**config.mk**
```make
export PLATFORM = sky130hd
export DESIGN_NAME = mem_port_arbiter
export DESIGN_NICKNAME = d
export VERILOG_FILES = /design/src/rtl/mem_port_arbiter.sv
export SDC_FILE = /design/constraint.sdc
export NUM_CORES = 1
export LEC_CHECK = 0
export ABC_AREA = 1
export BUFFER_PORTS_ARGS = -buffer_cell sky130_fd_sc_hd__buf_2
export CORE_MARGIN = 8
export CORE_UTILIZATION = 30
export CTS_BUF_LIST = sky130_fd_sc_hd__clkbuf_4 sky130_fd_sc_hd__clkbuf_8 sky130_fd_sc_hd__clkbuf_16
export DETAILED_ROUTE_END_ITERATION = 8
export GPL_TIMING_DRIVEN = 0
export PLACE_DENSITY = 0.64
export REMOVE_ABC_BUFFERS = 1
export SYNTH_ARGS = -nofsm -noshare
export SYNTH_HDL_FRONTEND = slang
export SYNTH_SLANG_ARGS = --single-unit
```
**constraint.sdc**
```tcl
create_clock -name clk -period 8.5 [get_ports clk]
set_input_delay 1.275 -clock clk [delete_from_list [all_inputs] [get_ports clk]]
set_output_delay 1.275 -clock clk [all_outputs]
set_load 0.01 [all_outputs]
```
**src/rtl/mem_port_arbiter.sv**
```systemverilog
// Shares one single-port synchronous memory between the fetch and data ports.
// One command in flight at a time; completion is a one-cycle valid pulse per port.
module mem_port_arbiter #(
  parameter int ADDR_W  = 32,
  parameter int DATA_W  = 32,
  parameter int MEM_LAT = 2
) (
  input  logic                clk,
  input  logic                reset,
  input  logic                if_req,
  input  logic [ADDR_W-1:0]   if_addr,
  output logic [DATA_W-1:0]   if_rdata,
  output logic                if_valid,
  output logic                if_stall,
  input  logic                dm_req,
  input  logic                dm_we,
  input  logic [ADDR_W-1:0]   dm_addr,
  input  logic [DATA_W-1:0]   dm_wdata,
  input  logic [DATA_W/8-1:0] dm_be,
  output logic [DATA_W-1:0]   dm_rdata,
  output logic                dm_valid,
  output logic                dm_stall,
  output logic                mem_en,
  output logic                mem_we,
  output logic [ADDR_W-1:0]   mem_addr,
  output logic [DATA_W-1:0]   mem_wdata,
  output logic [DATA_W/8-1:0] mem_be,
  input  logic [DATA_W-1:0]   mem_rdata,
  output logic                busy
);

  typedef enum logic [1:0] {IDLE, ISSUE, WAIT, DONE} state_t;

  localparam logic [2:0] LAT = 3'(MEM_LAT);

  state_t     state;
  logic       owner_dm;
  logic       lat_we;
  logic [2:0] cnt;
  logic [1:0] skip_cnt;
  logic       grant_any;
  logic       grant_dm;

  // Data port wins contention until fetch has been passed over twice.
  always_comb begin
    grant_any = if_req | dm_req;
    if (if_req && dm_req) grant_dm = (skip_cnt != 2'd2);
    else                  grant_dm = dm_req;
  end

  assign if_stall = if_req & ~if_valid;
  assign dm_stall = dm_req & ~dm_valid;

  // Command fields are captured straight into the mem_* registers at the
  // arbitration edge, so they are valid in ISSUE and hold afterwards.
  always_ff @(posedge clk or posedge reset) begin
    if (reset) begin
      state     <= IDLE;
      owner_dm  <= 1'b0;
      lat_we    <= 1'b0;
      cnt       <= '0;
      skip_cnt  <= '0;
      mem_en    <= 1'b0;
      mem_we    <= 1'b0;
      mem_addr  <= '0;
      mem_wdata <= '0;
      mem_be    <= '0;
      if_rdata  <= '0;
      dm_rdata  <= '0;
      if_valid  <= 1'b0;
      dm_valid  <= 1'b0;
      busy      <= 1'b0;
    end else begin
      mem_en   <= 1'b0;
      mem_we   <= 1'b0;
      if_valid <= 1'b0;
      dm_valid <= 1'b0;
      case (state)
        IDLE, DONE: begin
          if (grant_any) begin
            state    <= ISSUE;
            busy     <= 1'b1;
            owner_dm <= grant_dm;
            lat_we   <= grant_dm & dm_we;
            mem_en   <= 1'b1;
            mem_we   <= grant_dm & dm_we;
            mem_addr <= grant_dm ? dm_addr : if_addr;
            if (grant_dm) begin
              mem_wdata <= dm_wdata;
              mem_be    <= dm_be;
              if (if_req && skip_cnt != 2'd2) skip_cnt <= skip_cnt + 2'd1;
            end else begin
              skip_cnt <= '0;
            end
          end else begin
            state <= IDLE;
            busy  <= 1'b0;
          end
        end
        ISSUE: begin
          state <= WAIT;
          cnt   <= 3'd1;
        end
        WAIT: begin
          if (cnt == LAT) begin
            state <= DONE;
            if (owner_dm) begin
              dm_valid <= 1'b1;
              if (!lat_we) dm_rdata <= mem_rdata;
            end else begin
              if_valid <= 1'b1;
              if_rdata <= mem_rdata;
            end
          end else begin
            cnt <= cnt + 3'd1;
          end
        end
        default: state <= IDLE;
      endcase
    end
  end

endmodule

```
# ---- Word-level counts from Yosys, hierarchy flattened
# Index checks and enable logic that the tools add are counted.
dict set report classes {
  n_addsub 2
  n_eq_ne 8
  muxes 19
  n_bitwise 8
  n_reduce_logical 11
}
# cell n
set op_table {}
lappend op_table {{2-to-1 mux 32 bit} 1}
lappend op_table {{2-to-1 mux 1 bit} 12}
lappend op_table {{AND reduction 3 bit} 3}
lappend op_table {{2-to-1 mux 2 bit} 3}
lappend op_table {{!= test 2 bit (second input constant)} 3}
lappend op_table {{case mux 2 bit (3 select lines)} 1}
lappend op_table {{case mux 3 bit (2 select lines)} 1}
lappend op_table {{equality test 2 bit (second input constant)} 2}
lappend op_table {{NOT 1 bit} 4}
lappend op_table {{AND reduction 2 bit} 2}
lappend op_table {{AND reduction 4 bit} 1}
lappend op_table {{adder 3 x 1 -> 3 bit (second input constant)} 1}
lappend op_table {{bitwise AND 1 bit} 3}
lappend op_table {{equality test 3 x 2 -> 1 bit (second input constant)} 1}
lappend op_table {{2-to-1 mux 3 bit} 1}
lappend op_table {{adder 2 x 1 -> 2 bit (second input constant)} 1}
lappend op_table {{equality test 2 x 1 -> 1 bit (second input constant)} 1}
lappend op_table {{logical AND 1 bit} 2}
lappend op_table {{zero test 2 bit} 1}
lappend op_table {{!= test 2 x 1 -> 1 bit (second input constant)} 1}
lappend op_table {{nonzero test 2 bit} 1}
lappend op_table {{OR reduction 2 bit} 1}
lappend op_table {{bitwise OR 1 bit} 1}
dict set report totals {
  regBits 146
  word_cells 63
}

# ---- Longest topological paths before layout
# Gate-level depths: netlist of the first run.
dict set report depth {
  word_depth 5
  mapped_depth 8
  mapped_depth_nobuf 7
}

# ---- Least setup slack after synthesis of the first run
# No wires, ideal clock.
dict set report synth_timing {
  path_kind {input -> output}
  from {in dm_req}
  to {out dm_stall}
  arrival_ps 1928
  required_ps 7225
  path_slack_ps 5297
  stages 4
  n_path_buf 2
  path_cell_list {buf_2 clkbuf_1 inv_1 nor2_1}
}
dict set report synth_via {
  elab_chain_cells 1
}
# item line_no
set synth_lines {}
lappend synth_lines {{start, declared} 15} ;# input logic dm_req,
lappend synth_lines {{bitwise AND 1 bit} 52} ;# assign dm_stall = dm_req & ~dm_valid;
lappend synth_lines {{end, declared} 22} ;# output logic dm_stall,
# No other way between the ends.

# ---- Final worst setup path of the first run
dict set report layout_timing {
  from {in if_req}
  to {reg lat_we}
}
dict set report layout_via {
  elab_chain_cells 3
}
# item line_no
set layout_lines {}
lappend layout_lines {{start, declared} 10} ;# input logic if_req,
lappend layout_lines {{logical AND 1 bit} 47} ;# if (if_req && dm_req) grant_dm = (skip_cnt != 2'd2);
lappend layout_lines {{2-to-1 mux 1 bit} 47}
lappend layout_lines {{bitwise AND 1 bit} 84} ;# lat_we <= grant_dm & dm_we;
lappend layout_lines {{end signal, assigned} 84}
lappend layout_lines {{end, declared} 38} ;# logic lat_we;
# Several ways; a longest one is shown, not always the timed one.
# A chain may end at the register's enable or synchronous reset.

==> qor.json, run 1 <==
{
  "routed_vias_inst": {"value": 4.37},
  "routedWlPerCell": {"value": 14.4, "unit": "µm"},
  "drtPass1Iterations": {"value": 4},
  "vias_in_the_first_global_route": {"value": 5902},
  "seqCellArea": {"value": 3650, "unit": "µm²"},
  "critPathRequiredTime": {"value": 8.85, "unit": "ns"},
  "synth_most_common_cell": {"value": "nand2_1"},
  "drv_slew": {"value": 0},
  "post-route-drc-count": {"value": 0},
  "final.min_clock_period": {"value": 3.53, "unit": "ns"},
  "r2r_start": {"value": "skip_cnt[0]"},
  "yosys_warnings": {"value": 0},
  "gpl.final_weighted_congestion": {"value": 0.773},
  "reg2reg_to": {"value": "lat_we"},
  "mean_instance_size_in_the_synthesized_netlist": {"value": 8.10, "unit": "µm²"},
  "netlist_top_cells_count": {"value": "387 x nand2_1, 146 x dfrtp_1, 79 x inv_1"},
  "die_area": {"value": 25800, "unit": "µm²"},
  "clk_pin_slew_worst_paths": {"value": 0.07, "unit": "ns"},
  "flow.area_growth_from_synthesis": {"value": 35.0, "unit": "%"},
  "synth_cells": {"value": 776},
  "reg2reg_setup_slack": {"value": 5.35, "unit": "ns"},
  "fill_cell_instance_count_of_the_final_layout": {"value": 2165},
  "critPathArrivalTime": {"value": 3.88, "unit": "ns"},
  "final.setup_skew": {"value": 0.0101, "unit": "ns"},
  "max_slew.worst_pin.slew": {"value": 1.14, "unit": "ns"},
  "peakVddDrop": {"value": 0.000116, "unit": "V"},
  "postLayoutCellArea": {"value": 8480, "unit": "µm²"},
  "ys_types": {"value": 19},
  "detailed_place_hpwl": {"value": 13500, "unit": "µm"},
  "synthArstFlopShare": {"value": 100, "unit": "%"},
  "largest_net_degree_at_the_start_of_global_routing": {"value": 78},
  "htreeDepth": {"value": 4},
  "tritoncts": {"value": "built"},
  "setup_tns": {"value": 0, "unit": "ns"},
  "tritoncts.num_buffers": {"value": 17},
  "clock_insertion_delay_worst_skew": {"value": 0.42, "unit": "ns"},
  "power.static_leakage": {"value": 0.00490, "unit": "µW"},
  "report.final.setup_viol": {"value": 0},
  "multi_input_comb_area": {"value": 2120, "unit": "µm²"},
  "layout_cell_share_with_drive_strength_beyond_1": {"value": 30.8, "unit": "%"},
  "placementRows": {"value": 53},
  "hp-class": {"value": "register to register"},
  "drtAntennaViolNets": {"value": 0},
  "post_cts_setup_bufs": {"value": 0},
  "initial_utilization": {"value": 30.2, "unit": "%"},
  "timing.final.hold_violations": {"value": 0},
  "path_max_fanout": {"value": 38},
  "max-slew-margin-rel": {"value": 23.6, "unit": "%"},
  "place_area": {"value": 7880, "unit": "µm²"},
  "yosys.area.top_type": {"value": "dfrtp_1"},
  "vertical_die_dimension": {"value": 161, "unit": "µm"},
  "result_of_the_run": {"value": "finished clean"},
  "core_area": {"value": 20800, "unit": "µm²"},
  "syn_area": {"value": 6280, "unit": "µm²"},
  "cap_viol_max_count": {"value": 0},
  "cts-resized-gates": {"value": 0},
  "period_share": {"value": 41.5, "unit": "%"},
  "grt_antenna_before_repair": {"value": 0},
  "synth_sequential_area_ratio": {"value": 58.1, "unit": "%"},
  "reg2regPathDepth": {"value": 7},
  "numClockSinks": {"value": 146},
  "hold_path_startpoint": {"value": "mem_addr[28]"},
  "postLayoutSetupSlackWorst": {"value": 4.97, "unit": "ns"},
  "post_synth_edffs": {"value": 0},
  "dominantRegCellSynth": {"value": "dfrtp_1"},
  "die_width": {"value": 161, "unit": "µm"},
  "grt.total_usage": {"value": 14.9, "unit": "%"},
  "power_per_cell_area": {"value": 386, "unit": "nW/µm²"},
  "placement.io_buffers": {"value": 275},
  "number_of_i_o_pins": {"value": 276},
  "postSynthRegisterBits": {"value": 146},
  "worst_path_class_setup": {"value": "primary input to register"},
  "finish.net_count": {"value": 1178},
  "synthDominantCellAreaShare": {"value": 58.1, "unit": "%"},
  "cp-end-kind": {"value": "register"},
  "cts_hold_buffers": {"value": 0},
  "worst_hold_path.num_cells": {"value": 2},
  "dr_total_vias": {"value": 5783},
  "diodes": {"value": 0},
  "yosys-top-cells-area": {"value": "dfrtp_1 58%, nand2_1 23%, nand3_1 5.3%"},
  "routed_wl": {"value": 19100, "unit": "µm"},
  "worst_hold_path.endpoint": {"value": "mem_addr[28]"},
  "root_driver": {"value": "clkbuf_16"},
  "grt_first_pass_wirelength": {"value": 30800, "unit": "µm"},
  "placement.setup.worst_slack": {"value": 4.46, "unit": "ns"},
  "cts.path.max_buffers": {"value": 2},
  "grt_setup_unrepaired": {"value": "no"},
  "startpoint_type": {"value": "primary input"},
  "max_freq": {"value": 283, "unit": "MHz"},
  "initial_drt_markers": {"value": 329},
  "overflow": {"value": 0}
}
-- how the worst max path moves through the flow --
stage,startpoint,to,slack [ns],cells after the start
global route,if_req,lat_we,4.69,6
global placement,reset,mem_addr[31],1.44,2
finish,if_req,lat_we,4.97,6
CTS,if_req,lat_we,4.89,6
floorplan,reset,busy,3.30,1
detailed placement,if_req,lat_we,4.46,6
-- layout by cell type (no fill, tap or decap), drive strengths merged --
| master | synthesis | layout |
|---|---|---|
| xor2 | 1 | 1 |
| nor2 | 6 | 6 |
| clkinvlp | 0 | 2 |
| ha | 5 | 5 |
| buf | 30 | 279 |
| nand4 | 1 | 1 |
| nand3 | 67 | 67 |
| inv | 83 | 87 |
| clkbuf | 8 | 19 |
| bufinv | 0 | 2 |
| nand2 | 389 | 389 |
| o21ai | 39 | 39 |
| or2 | 1 | 1 |
| dfrtp | 146 | 146 |
| clkinv | 0 | 5 |
-- critical path, stage by stage --
cell and delay, ns:
buf_2 0.12, nand2_2 0.50, nand3_2 0.81, inv_2 0.83, nand2_1 0.21, nand2_1 0.10
-- routing by layer --
layer	wire [µm]	GRT usage, %
met5	0	0
met3	1700	5.55
met1	8380	18.2
met2	8690	23.6
met4	354	5.18
-- where the power goes --
part	internal [µW]	switching [µW]
Combinational	470	825
Clock	450	319
Sequential	1040	173
Total	1960	1320
-- state kept, by name (all words and copies together), names as in the netlist --
signal	flops
dm_rdata	32
if_rdata	32
mem_addr	32
mem_wdata	32
mem_be	4
cnt	3
skip_cnt	2
state	2
busy	1
dm_valid	1
if_valid	1
lat_we	1
mem_en	1
mem_we	1
owner_dm	1
-- per-stage QoR --
stage	cells	util (%)	hold slack [ns]	total power, µW
global route	1324	40.7	0.489	3560
detailed placement	1292	37.9	0.460	2550
floorplan	738	-	0.449	1940
CTS	1324	40.7	0.477	3340
global placement	1288	37.5	0.457	2520
finish	1324	40.7	0.473	3280
-- cell families (layout without fill, tap and decap cells) --
family | after synthesis | in the layout | share of synthesized area [%]
buffers and inverters | 121 | 394 | 8.16
AND/OR/NAND/NOR | 464 | 464 | 29.5
flip-flops | 146 | 146 | 58.1
AO/OA/AOI/OAI | 39 | 39 | 3.11
adder cells (fa/ha/maj) | 5 | 5 | 0.996
XOR/XNOR | 1 | 1 | 0.139
-- area by class of cell --
| type | count | area share, % |
|---|---|---|
| tap | 275 | 4.06 |
| inverter | 83 | 3.73 |
| timing repair buffer | 279 | 17.0 |
| sequential | 146 | 43.1 |
| clock buffer | 19 | 5.27 |
| clock inverter | 13 | 1.80 |
| multi-input combinational | 509 | 25.0 |
Note: power is estimated with default switching activity, not from simulation.
==> run 2, diff against run 1 <==
--- a/config.mk
+++ b/config.mk
@@ -12,7 +12,7 @@
 export CTS_BUF_LIST = sky130_fd_sc_hd__clkbuf_4 sky130_fd_sc_hd__clkbuf_8 sky130_fd_sc_hd__clkbuf_16
 export DETAILED_ROUTE_END_ITERATION = 8
 export GPL_TIMING_DRIVEN = 0
-export PLACE_DENSITY = 0.64
+export PLACE_DENSITY = 0.66
 export REMOVE_ABC_BUFFERS = 1
 export SYNTH_ARGS = -nofsm -noshare
 export SYNTH_HDL_FRONTEND = slang
==> constraint.sdc (replaced) <==
create_clock -name clk -period 3.05 [get_ports clk]
set_input_delay 0.4575 -clock clk [delete_from_list [all_inputs] [get_ports clk]]
set_output_delay 0.4575 -clock clk [all_outputs]
set_load 0.01 [all_outputs]
==> run 2 against run 1 <==
Compared with the run above: total power grew to 2.8 times the previous value; hold slack lost 0.39 ns; setup slack lost 4.7 ns; flip-flop and latch count is the same; highest routed layer unchanged; die area is the same; critical path depth grew 1; first-iteration DRC count shrank 0.30%; via count shrank 0.12%; global-route usage shrank 0.16 points.
==> qor.json, run 2 (synthesized netlist as in run 1, its figures left out) <==
{
  "critPathArrivalTime": {"value": 3.09, "unit": "ns", "change": "-0.79 ns"},
  "final_core_utilization": {"value": 40.7, "unit": "%", "change": "about the same"},
  "seqCellArea": {"value": 3650, "unit": "µm²", "change": "unchanged"},
  "placement.io_buffers": {"value": 275, "change": "unchanged"},
  "drv_slew": {"value": 0, "change": "unchanged"},
  "fill_cell_instance_count_of_the_final_layout": {"value": 2203, "change": "+1.8%"},
  "cap_viol_max_count": {"value": 0, "change": "unchanged"},
  "place_area": {"value": 7860, "unit": "µm²", "change": "-0.33%"},
  "htreeDepth": {"value": 4, "change": "unchanged"},
  "multi_input_comb_area": {"value": 2130, "unit": "µm²", "change": "+0.59%"},
  "max-slew-margin-rel": {"value": 19.2, "unit": "%", "change": "-4.4 points"},
  "tritoncts.num_buffers": {"value": 17, "change": "unchanged"},
  "number_of_i_o_pins": {"value": 276, "change": "unchanged"},
  "cp_slowest_stage_delay": {"value": 0.66, "unit": "ns", "change": "-0.17 ns"},
  "critical_path.cell_chain": {"value": "inv_1, ha_1, nand2_2, nand3_4, inv_2, nand2_1, nand2_1"},
  "period_share": {"value": 90.1, "unit": "%"},
  "cts-resized-gates": {"value": 1, "change": "+1"},
  "post-route-drc-count": {"value": 0, "change": "unchanged"},
  "critical_path_buf_inv_count": {"value": 2, "change": "unchanged"},
  "grt_setup_unrepaired": {"value": "no"},
  "detailed_place_hpwl": {"value": 13400, "unit": "µm", "change": "-1.1%"},
  "die_width": {"value": 161, "unit": "µm", "change": "unchanged"},
  "diodes": {"value": 0, "change": "unchanged"},
  "finalHoldWorstSlack": {"value": 0.0847, "unit": "ns", "change": "-0.388 ns"},
  "root_driver": {"value": "clkbuf_16"},
  "cpMaxStageDelayCell": {"value": "inv_2"},
  "drtAntennaViolNets": {"value": 0, "change": "unchanged"},
  "flow.area_growth_from_synthesis": {"value": 34.9, "unit": "%", "change": "about the same"},
  "final_cell_mix": {"value": "387 x nand2_1, 275 x buf_2, 146 x dfrtp_1"},
  "critPathRequiredTime": {"value": 3.39, "unit": "ns", "change": "-5.46 ns"},
  "drtPass1Iterations": {"value": 4, "change": "unchanged"},
  "dr_total_vias": {"value": 5776, "change": "-0.12%"},
  "grt_first_pass_wirelength": {"value": 30900, "unit": "µm", "change": "+0.13%"},
  "cp-end-kind": {"value": "register"},
  "max_freq": {"value": 364, "unit": "MHz"},
  "die_area": {"value": 25800, "unit": "µm²", "change": "unchanged"},
  "r2r_start": {"value": "skip_cnt[0]"},
  "result_of_the_run": {"value": "finished clean"},
  "cts.path.max_buffers": {"value": 2, "change": "unchanged"},
  "overflow": {"value": 0, "change": "unchanged"},
  "post_cts_setup_bufs": {"value": 0, "change": "unchanged"},
  "report.final.setup_viol": {"value": 0, "change": "unchanged"},
  "tritoncts": {"value": "built"},
  "clk_pin_slew_worst_paths": {"value": 0.07, "unit": "ns", "change": "about the same"},
  "finalNonFillerCells": {"value": 1322, "change": "-0.15%"},
  "hp-class": {"value": "primary input to async pin"},
  "layout_cell_share_with_drive_strength_beyond_1": {"value": 30.7, "unit": "%", "change": "-0.13 points"},
  "core_area": {"value": 20800, "unit": "µm²", "change": "unchanged"},
  "power.static_leakage": {"value": 0.00489, "unit": "µW", "change": "-0.21%"},
  "peakVddDrop": {"value": 0.000366, "unit": "V", "change": "+220%"},
  "worst_setup_path_startpoint": {"value": "skip_cnt[0]"},
  "largest_net_degree_at_the_start_of_global_routing": {"value": 95, "change": "+22%"},
  "path_max_fanout": {"value": 38, "change": "unchanged"},
  "place_inst": {"value": 1290, "change": "-0.15%"},
  "final.setup_skew": {"value": 0.0127, "unit": "ns", "change": "+0.00260 ns"},
  "clock_insertion_delay_worst_skew": {"value": 0.41, "unit": "ns", "change": "about the same"},
  "timing.final.hold_violations": {"value": 0, "change": "unchanged"},
  "most_common_library_cell_in_the_layout_ignoring_fill_and_taps": {"value": "nand2_1"},
  "totalPowerFinal": {"value": 9140, "unit": "µW", "change": "+180%"},
  "worst_path_class_setup": {"value": "register to register"},
  "routed_wl": {"value": 19000, "unit": "µm", "change": "-0.69%"},
  "vertical_die_dimension": {"value": 161, "unit": "µm", "change": "unchanged"},
  "grt_antenna_before_repair": {"value": 0, "change": "unchanged"},
  "grt.total_usage": {"value": 14.7, "unit": "%", "change": "-0.16 points"},
  "power_per_cell_area": {"value": 1080, "unit": "nW/µm²", "change": "+180%"},
  "cts_hold_buffers": {"value": 0, "change": "unchanged"},
  "gpl.final_weighted_congestion": {"value": 0.757, "change": "-2.1%"},
  "final.min_clock_period": {"value": 2.75, "unit": "ns"},
  "placementRows": {"value": 53, "change": "unchanged"},
  "cell_seen_most_often_among_critical_path_stages": {"value": "nand2_1"},
  "postLayoutCellArea": {"value": 8480, "unit": "µm²", "change": "about the same"},
  "max_slew.worst_pin.slew": {"value": 1.21, "unit": "ns", "change": "+0.0656 ns"},
  "critical-path-top-delay-family": {"value": "simple AND/OR/NAND/NOR gates"},
  "initial_utilization": {"value": 30.2, "unit": "%", "change": "unchanged"},
  "startpoint_type": {"value": "register"},
  "vias_in_the_first_global_route": {"value": 5985, "change": "+1.4%"},
  "routedWlPerCell": {"value": 14.4, "unit": "µm", "change": "-0.54%"},
  "numClockSinks": {"value": 146, "change": "unchanged"},
  "routed_vias_inst": {"value": 4.37, "change": "about the same"},
  "finish.net_count": {"value": 1176, "change": "-0.17%"},
  "initial_drt_markers": {"value": 328, "change": "-0.30%"}
}
==> run 2: cell count changes in the layout (fill, tap and decap cells not counted), sizes merged <==
cell    change
buf         -2
clkbuf      -1
clkinv      -1
inv         +2
==> run 2: power breakdown <==
| group | internal, µW | total [µW] | switching, µW |
|---|---|---|---|
| Sequential | 2900 | 3380 | 484 |
| Combinational | 1310 | 3620 | 2310 |
| Clock | 1250 | 2140 | 889 |
==> run 2: through the flow <==
stage / worst slack [ns] / TNS [ns]
after floorplan: -1.33 / -194.25
after global placement: -3.22 / -497.45
after global routing: 0.0257 / 0
after CTS: 0.0796 / 0
final: 0.302 / 0
after detailed placement: -0.188 / -2.40
==> run 2: final cells by class <==
class	instances	share of cell area (%)
flip-flops and latches	146	43.1
inverters	83	3.73
well taps	275	4.06
repair buffers	277	16.7
clock inverters	14	2.01
multi-input cells	509	25.2
clock buffers	18	5.18
==> run 2: final timing paths <==
kind	to	slack [ns]	cells past startpoint
max in group asynchronous	skip_cnt[1]	2.12	3
setup / recovery	lat_we	0.30	7
hold reg to reg	if_rdata[22]	0.47	2
setup reg to reg	lat_we	0.30	7
hold / removal	mem_wdata[23]	0.08	2
min in group clk	mem_wdata[21]	0.23	3
==> run 2: worst reg2reg max path, stage by stage (launching register included) <==
cell and delay, ns:
dfrtp_1 0.35, inv_1 0.06, ha_1 0.20, nand2_2 0.53, nand3_4 0.56, inv_2 0.67
nand2_1 0.21, nand2_1 0.10
==> run 2: metal layers <==
layer | up-vias | wire length [µm] | track usage, %
met4 | 0 | 257 | 4.29
met1 | 2686 | 8620 | 18.4
met3 | 14 | 1450 | 5.32
met5 | - | 0 | 0
met2 | 203 | 8680 | 23.3
li1 | 2873 | - | -
